**src/rtl/sipo_y_pkg.sv**
```systemverilog
// Shared sizing for the y-result serial-to-parallel collector.
// Defaults describe a complex word made of two DATA_WIDTH components.
package sipo_y_pkg;

    localparam int DEF_DATA_WIDTH = 16;
    localparam int DEF_PE_NUM     = 8;

    // Width of a group counter able to hold 0..pe_num-1; never narrower than one bit.
    function automatic int cnt_width(input int pe_num);
        return (pe_num > 1) ? $clog2(pe_num) : 1;
    endfunction

endpackage

```
**src/rtl/sipo_y.sv**
```systemverilog
// Serial-in, parallel-out collector: shifts complex y words into a PE_NUM-deep chain
// and publishes the whole chain on group completion or on an explicit emit request.
module sipo_y
    import sipo_y_pkg::*;
#(
    parameter int DATA_WIDTH = DEF_DATA_WIDTH,
    parameter int PE_NUM     = DEF_PE_NUM
) (
    input  logic                           clk,
    input  logic                           rst,
    input  logic                           ce,
    input  logic                           shift_v,
    input  logic                           s_in_v,
    input  logic [2*DATA_WIDTH-1:0]        s_in,
    output logic                           p_out_v,
    output logic [PE_NUM*2*DATA_WIDTH-1:0] p_out
);

    localparam int WORD_W = 2 * DATA_WIDTH;
    localparam int CNT_W  = cnt_width(PE_NUM);
    localparam logic [CNT_W-1:0] CNT_LAST = CNT_W'(PE_NUM - 1);

    logic [WORD_W-1:0]        sr_q [PE_NUM];
    logic [WORD_W-1:0]        sr_d [PE_NUM];
    logic [CNT_W-1:0]         cnt_q, cnt_d;
    logic [PE_NUM*WORD_W-1:0] p_out_q, p_out_d;
    logic                     p_out_v_q, p_out_v_d;
    logic [PE_NUM*WORD_W-1:0] post_chain;

    logic load;
    logic group_done;
    logic emit;

    assign load       = ce && s_in_v;
    assign group_done = load && (cnt_q == CNT_LAST);
    assign emit       = (ce && shift_v) || group_done;

    // sr_d is the post-load chain, which equals the current chain when nothing loads,
    // so one packed view serves both group completion and explicit emits.
    genvar gi;
    generate
        for (gi = 0; gi < PE_NUM; gi++) begin : g_chain
            if (gi == 0) begin : g_head
                assign sr_d[gi] = load ? s_in : sr_q[gi];
            end else begin : g_body
                assign sr_d[gi] = load ? sr_q[gi-1] : sr_q[gi];
            end
            assign post_chain[gi*WORD_W +: WORD_W] = sr_d[gi];
        end
    endgenerate

    always_comb begin
        cnt_d = cnt_q;
        if (ce) begin
            if (shift_v) begin
                cnt_d = '0;
            end else if (s_in_v) begin
                cnt_d = (cnt_q == CNT_LAST) ? '0 : cnt_q + 1'b1;
            end
        end
    end

    always_comb begin
        p_out_d   = p_out_q;
        p_out_v_d = 1'b0;
        if (emit) begin
            p_out_d   = post_chain;
            p_out_v_d = 1'b1;
        end
    end

    always_ff @(posedge clk) begin
        if (rst) begin
            for (int i = 0; i < PE_NUM; i++) begin
                sr_q[i] <= '0;
            end
            cnt_q     <= '0;
            p_out_q   <= '0;
            p_out_v_q <= 1'b0;
        end else begin
            for (int i = 0; i < PE_NUM; i++) begin
                sr_q[i] <= sr_d[i];
            end
            cnt_q     <= cnt_d;
            p_out_q   <= p_out_d;
            p_out_v_q <= p_out_v_d;
        end
    end

    assign p_out   = p_out_q;
    assign p_out_v = p_out_v_q;

endmodule

```
**config.mk**
```make
export PLATFORM = sky130hd
export DESIGN_NAME = sipo_y
export DESIGN_NICKNAME = d
export VERILOG_FILES = /design/src/rtl/sipo_y_pkg.sv /design/src/rtl/sipo_y.sv
export SDC_FILE = /design/constraint.sdc
export NUM_CORES = 1
export LEC_CHECK = 0
export CORE_ASPECT_RATIO = 0.5
export CORE_MARGIN = 4
export CORE_UTILIZATION = 45
export CTS_CLUSTER_DIAMETER = 120
export DETAILED_ROUTE_END_ITERATION = 10
export PLACE_DENSITY_LB_ADDON = 0.2
export SLEW_MARGIN = 30
export SYNTH_ARGS = -nofsm -noshare
export SYNTH_HDL_FRONTEND = slang
export SYNTH_SLANG_ARGS = --single-unit
```
**constraint.sdc**
```tcl
create_clock -name clk -period 1.6 [get_ports clk]
set_clock_uncertainty 0.05 [all_clocks]
set_input_delay 0.24 -clock clk [delete_from_list [all_inputs] [get_ports clk]]
set_output_delay 0.24 -clock clk [all_outputs]
set_load 0.005 [all_outputs]
```
==> results of run 1 <==
==> sequential cells by signal, indices dropped and copies added (netlist names) <==
register	flops
p_out	256
p_out_v	1
sr_q	256
cnt_q	3
==> path summary, 6_finish.rpt <==
check	start	endpoint	slack, ns
hold reg to reg	sr_q[1][101]$_SDFF_PP0_	sr_q[1][101]$_SDFF_PP0_	0.45
setup / recovery	cnt_q[0]$_SDFFE_PP0P_	p_out[191]$_SDFFE_PP0P_	-0.13
hold / removal	s_in[18]	sr_q[0][18]$_SDFF_PP0_	0.30
setup reg to reg	cnt_q[0]$_SDFFE_PP0P_	p_out[191]$_SDFFE_PP0P_	-0.13
==> stage by stage <==
stage               worst slack (ns)  cell area [µm²]  hold WS [ns]  cells  util [%]
floorplan                  -0.000263            18500         0.353   1728         -
global placement              -0.532            22000         0.421   2463      55.8
detailed placement            -0.557            22000         0.435   2463      55.8
CTS                           -0.113            24500         0.273   2570      62.2
global route                  -0.209            25300         0.317   2580      64.2
finish                        -0.128            25300         0.305   2580      64.2
==> critical path: cells and delay by family (launching register included) <==
kind,cells,cell delay [ns]
buf+inv,2,0.40
flops,1,0.35
compound gates,1,0.31
fa+ha+maj,2,0.30
simple gates,1,0.15
==> cell type report <==
type	count	area (µm²)
flip-flops and latches	516	10400
multi-input cells	1041	8020
fillers	3141	14100
clock buffers	63	1340
repair buffers	415	4680
well taps	530	663
clock inverters	15	154
==> cells in the final DEF (no fill, tap or decap), drive strengths merged <==
| cell type | instances |
|---|---|
| clkinv | 12 |
| o21ai | 1 |
| a221oi | 256 |
| nor2 | 516 |
| dfxtp | 516 |
| nand3 | 1 |
| dlygate4sd2 | 256 |
| dlygate4sd3 | 1 |
| bufinv | 3 |
| nor2b | 2 |
| clkbuf | 73 |
| and2 | 1 |
| mux2i | 256 |
| ha | 2 |
| a22oi | 3 |
| a21oi | 1 |
| nand2 | 1 |
| and3b | 1 |
| clkdlybuf4s50 | 36 |
| buf | 112 |
==> layer usage <==
| layer | track usage [%] | wire length, µm | vias up |
|---|---|---|---|
| met1 | 32.7 | 25400 | 7090 |
| li1 | - | - | 6802 |
| met2 | 36.5 | 25300 | 307 |
| met5 | 0 | 0 | - |
| met3 | 3.83 | 2330 | 64 |
| met4 | 4.67 | 1020 | 0 |
==> logic make-up after synthesis <==
family                     Yosys count  synth area share, %
muxes                              256                 14.1
AOI/OAI and AO/OA                  261                 12.6
adders and majority gates            2                0.137
DFF                                516                 56.7
and+or+nand+nor                    522                 10.8
buffers and inverters              171                 5.70
==> power by group through the flow <==
| stage | registers [mW] | logic (mW) | clock network, mW |
|---|---|---|---|
| 3_3_place_gp | 13.9 | 2.53 | 0 |
| 2_1_floorplan | 13.8 | 1.33 | 0 |
| 6_report | 13.6 | 2.65 | 11.1 |
| 5_1_grt | 13.6 | 2.85 | 11.8 |
| 3_5_place_dp | 13.9 | 2.55 | 0 |
| 4_1_cts | 13.6 | 2.50 | 11.2 |
==> repair_timing <==
item / 4_1_cts / 5_1_grt
setup buffers: 14 / 0
gates cloned: 14 / 10
gates resized for setup: 469 / 85
pin swaps: 23 / 50
hold endpoints to repair: 19 / 0
hold buffers: 1 / 0
setup endpoints to repair: 510 / 257
==> out/metrics.yaml, run 1 <==
floorplanning:
  std_cell_rows: 51
  core_um2: 39400
  die_w_um: 293
  number_of_top_level_pins: 294
  die_h_um: 150
  start_util_pct: 46.2
  dieArea_um2: 44000
clocking:
  clockRootBuffer: "clkbuf_16"
  clk_transition_reported_paths_ns: 0.07
  clk-insertion-delay-late_ns: 0.55
  clock_sink_count: 516
  cts_max_level: 2
  bufs_on_longest_clock_path: 3
  cts_inserted_buffers: 45
  cts_tree: "built"
logic_synthesis:
  synth_top_cell_area_share_pct: 56.7
  ys_seq_area_share_pct: 56.7
  synth-edff-count: 0
  commonest_cells_post_synth: "516 x dfxtp_1, 516 x nor2_1, 256 x mux2i_1, 252 x a221oi_1, 87 x clkbuf_1"
  synth_top_cells_by_area: "dfxtp_1 57%, mux2i_1 14%, a221oi_1 12%"
  post-synth-top-area-cell: "dfxtp_1"
  ys_warn_count: 0
  synth_cell_types: 20
  dominantRegCellSynth: "dfxtp_1"
  netlist_area_um2: 18200
  number_of_synthesized_register_bits: 516
  mappedNetlistNets: 1767
  netlist_instances: 1728
  synth-async-reset-ratio_pct: 0
  syn-mean-instance-area_um2: 10.6
routing:
  drt_wl_total_mm: 54.0
  first_iter_violations: 961
  detail_route.drc_violations: 0
  wl_per_cell_um: 20.9
  drt-vias-per-instance: 5.53
  drt_pass1_iterations: 7
  detail-route-antenna-nets: 0
  route.vias.total: 14300
setup_path:
  worst_stage_delay_on_the_critical_path_ns: 0.35
  critical_path_class: "reg -> reg"
  arrival_time_reported_for_the_critical_path_endpoint_ns: 2.13
  critical_path.endpoint_type: "register"
  worstSetupStartpointType: "register"
  crit_chain: "ha_4 -> ha_4 -> nand3_4 -> buf_12 -> buf_16 -> a221oi_1"
  crit_required_ns: 2.00
  crit_path_max_fanout: 44
  worst_path_most_repeated_cell: "ha_4"
  critPathSlowestCell: "dfxtp_2"
  rr_worst_depth: 6
layout:
  num_antenna_cells: 0
  post_route_cells_drive_above_1_share_pct: 22.4
  syn_to_layout_area_delta_pct: 38.8
  net_count_of_the_finished_layout: 2058
timing:
  final_worst_path_period_share_pct: 108
  worst-slew-pin-transition_ns: 0.462
  setup_total_negative_slack_ns: -18.29
  slew_headroom_pct: 69.2
  period_minus_slack_ns: 1.73
  maxClockFrequency_ghz: 0.579
  finalSetupViolCount: 255
  finalMaxSlewViolations: 0
  postLayoutSetupSlackWorst_ns: -0.128
  hold_viol: 0
  grt_setup_unrepaired: "yes"
pwr:
  power.clock.fraction_pct: 40.6
  cellInternalPower_mw: 20.9
  worst_ir_drop_on_vdd_mv: 0.690
  comb_power_share_pct: 9.7
  design_power_total_mw: 27.3
  static-leakage-power_nw: 11.6
  switching_share_pct: 23.4
  power_switching_mw: 6.40
  power.density_nw_per_um2: 1080
  relative_contribution_of_sequential_cells_to_total_power_pct: 49.7
job:
  timing.max_cap.violations: 0
grt:
  total_routing_usage_reported_by_global_routing_pct: 22.8
  grt_pass1_wl_mm: 79.7
  grt_antenna_before_repair: 0
  pin_count_of_the_biggest_net_entering_global_routing: 87
  first_global_vias: 13500
  grt_overflow_total: 0
placed_design:
  place_congestion: 0.791
  hpwlAfterDp_mm: 32.6
  placement.io_buffers: 293
run_status:
  failed_checks: "setup timing"
  status: "complete, but fails checks"
worst_hold_path:
  hold_path_depth: 3
  type_of_the_tightest_min_delay_check: "in -> reg"
Note: power is estimated with default switching activity, not from simulation.
==> inputs of run 2 (changes only) <==
--- a/config.mk
+++ b/config.mk
@@ -5,7 +5,6 @@
 export SDC_FILE = /design/constraint.sdc
 export NUM_CORES = 1
 export LEC_CHECK = 0
-export CORE_ASPECT_RATIO = 0.5
 export CORE_MARGIN = 4
 export CORE_UTILIZATION = 45
 export CTS_CLUSTER_DIAMETER = 120
==> run 2 against run 1 <==
The flow still finishes with violations (setup timing). Cell count is essentially flat. Global-route usage is 1.8 points lower. Worst hold slack got worse by 0.056 ns. Critical path depth unchanged. Fmax decreased by 2.9%. Die area down 0.45%. Critical endpoint is now p_out[4]$_SDFFE_PP0P_.
==> out/metrics.yaml, run 2 (synthesized netlist as in run 1, its figures left out) <==
pwr:
  worst_ir_drop_on_vdd_mv: 0.874  # +27%
  design_power_total_mw: 28.2  # +3.2%
  power.density_nw_per_um2: 1150  # +6.1%
  power.clock.fraction_pct: 42.7  # +2.1 points
  cellInternalPower_mw: 21.7  # +3.9%
  switching_share_pct: 22.9  # -0.51 points
  comb_power_share_pct: 9.0  # -0.7 points
  static-leakage-power_nw: 11.4  # -1.6%
  power_switching_mw: 6.46  # +0.95%
  relative_contribution_of_sequential_cells_to_total_power_pct: 48.2  # -1.5 points
clocking:
  cts_inserted_buffers: 51  # +13%
  clock_sink_count: 516  # unchanged
  clk_transition_reported_paths_ns: 0.06  # about the same
  bufs_on_longest_clock_path: 3  # unchanged
  clk-insertion-delay-late_ns: 0.58  # +0.03 ns
  clockRootBuffer: "clkbuf_16"
  cts_max_level: 2  # unchanged
  cts_tree: "built"
worst_hold_path:
  hold_path_depth: 3  # unchanged
  min_delay_worst_endpoint: "sr_q[0][0]$_SDFF_PP0_"
  worst_hold_startpoint: "s_in[0]"
  type_of_the_tightest_min_delay_check: "in -> reg"
layout:
  syn_to_layout_area_delta_pct: 35.0
  num_antenna_cells: 0  # unchanged
  mostFrequentLayoutCell: "nor2_1"
  post-route-util_pct: 61.7  # -2.5 points
  post_route_cells_drive_above_1_share_pct: 17.7  # -4.8 points
  most-common-layout-cells: "516 x nor2_1, 440 x dfxtp_1, 257 x dlygate4sd2_1"
  nFillCells: 3329  # +6.0%
  net_count_of_the_finished_layout: 2053  # -0.24%
setup_path:
  crit_required_ns: 2.03  # +0.03 ns
  crit_path_max_fanout: 83  # +89%
  worst_stage_delay_on_the_critical_path_ns: 0.37  # +0.02 ns
  critPathSlowestCell: "a221oi_1"
  worstSetupStartpointType: "register"
  worst-r2r-setup-slack_ns: -0.18  # -0.05 ns
  worst_path_most_repeated_cell: "ha_4"
  critical_path_class: "reg -> reg"
  rr_worst_depth: 6  # unchanged
  reg2reg_from: "cnt_q[0]$_SDFFE_PP0P_"
  reg2reg_end: "p_out[4]$_SDFFE_PP0P_"
  crit_path_start: "cnt_q[0]$_SDFFE_PP0P_"
  critical_path.endpoint_type: "register"
  arrival_time_reported_for_the_critical_path_endpoint_ns: 2.21  # +0.08 ns
  crit_chain: "ha_4 -> ha_4 -> buf_6 -> nand3_4 -> buf_12 -> a221oi_1"
placed_design:
  hpwlAfterDp_mm: 32.5  # -0.34%
  place_congestion: 0.806  # +1.9%
  placement.io_buffers: 293  # unchanged
routing:
  first_iter_violations: 962  # +0.10%
  drt_pass1_iterations: 5  # -2
  route.vias.total: 14200  # -0.16%
  wl_per_cell_um: 19.8  # -5.4%
  drt-vias-per-instance: 5.52  # -0.12%
  drt_wl_total_mm: 51.1  # -5.4%
  detail_route.drc_violations: 0  # unchanged
  detail-route-antenna-nets: 0  # unchanged
grt:
  total_routing_usage_reported_by_global_routing_pct: 21.0  # -1.8 points
  grt_overflow_total: 0  # unchanged
  grt_pass1_wl_mm: 76.1  # -4.5%
  pin_count_of_the_biggest_net_entering_global_routing: 91  # +4.6%
  grt_antenna_before_repair: 0  # unchanged
  first_global_vias: 13600  # +0.90%
timing:
  final.hold.worst_slack_ns: 0.249  # -0.0555 ns
  setup_total_negative_slack_ns: -19.17  # -0.885 ns
  hold_viol: 0  # unchanged
  final_worst_path_period_share_pct: 111  # +3.2 points
  grt_setup_unrepaired: "yes"
  finalSetupViolCount: 239  # -6.3%
  maxClockFrequency_ghz: 0.562  # -2.9%
  slew_headroom_pct: 65.0  # -4.2 points
  worst-slew-pin-transition_ns: 0.525  # +0.0634 ns
  finalMaxSlewViolations: 0  # unchanged
  postLayoutSetupSlackWorst_ns: -0.180  # -0.0515 ns
  period_minus_slack_ns: 1.78  # +0.0515 ns
run_status:
  status: "complete, but fails checks"
  failed_checks: "setup timing"
floorplanning:
  start_util_pct: 45.7  # -0.56 points
  die_h_um: 209  # +39%
  die_w_um: 209  # -28%
  number_of_top_level_pins: 294  # unchanged
  dieArea_um2: 43800  # -0.45%
  core_um2: 39900  # +1.2%
  std_cell_rows: 73  # +43%
job:
  timing.max_cap.violations: 0  # unchanged
## run 2: critical path: cells and delay by family, from the launching register on
| family | cells | cell delay [ns] |
|---|---|---|
| flops | 1 | 0.36 |
| fa+ha+maj | 2 | 0.29 |
| buf+inv | 2 | 0.33 |
| compound gates | 1 | 0.37 |
| simple gates | 1 | 0.15 |
## run 2: how the worst max path moves through the flow
stage / end / slack [ns] / cells after the start
4_1_cts: p_out[153]$_SDFFE_PP0P_ / -0.12 / 6
2_1_floorplan: p_out[0]$_SDFFE_PP0P_ / -0.0003 / 6
6_report: p_out[4]$_SDFFE_PP0P_ / -0.18 / 6
3_3_place_gp: p_out[52]$_SDFFE_PP0P_ / -0.39 / 6
5_1_grt: p_out[9]$_SDFFE_PP0P_ / -0.21 / 6
3_5_place_dp: p_out[33]$_SDFFE_PP0P_ / -0.44 / 6
## run 2: layout make-up
class | instances | area [µm²] | area share [%]
flip-flops and latches | 516 | 10400 | 42.4
multi-input cells | 1041 | 7510 | 30.5
repair buffers | 404 | 4320 | 17.5
clock buffers | 81 | 1560 | 6.34
well taps | 525 | 657 | 2.67
clock inverters | 12 | 138 | 0.559
## run 2: timing repair
action,4_1_cts,5_1_grt
hold endpoints to repair,8,0
setup endpoints to repair,513,257
pin swaps,0,23
hold buffers,1,0
gates resized for setup,355,82
cloned,0,14
buffers inserted,1,2
## run 2: routing by layer
| metal | share of wire (%) | vias up | global-route usage (%) |
|---|---|---|---|
| met5 | 0 | - | 0 |
| met4 | 2.6 | 0 | 5.22 |
| li1 | - | 6771 | - |
| met3 | 5.9 | 76 | 4.19 |
| met1 | 47 | 6978 | 31.9 |
| met2 | 44 | 415 | 30.8 |
## run 2: power by group through the flow
stage | sequential, mW | clock [mW] | combinational [mW]
detailed placement | 13.9 | 0 | 2.61
finish | 13.6 | 12.0 | 2.54
global placement | 13.9 | 0 | 2.57
global route | 13.6 | 12.7 | 2.76
floorplan | 13.8 | 0 | 1.33
CTS | 13.6 | 12.3 | 2.41
## run 2: stage by stage
step	std cells	instance area (µm²)	worst slack, ns
after floorplan	1728	18500	-0.000263
after global placement	2468	22200	-0.395
after detailed placement	2468	22200	-0.438
after CTS	2563	23800	-0.116
after global routing	2579	24600	-0.211
final	2579	24600	-0.180
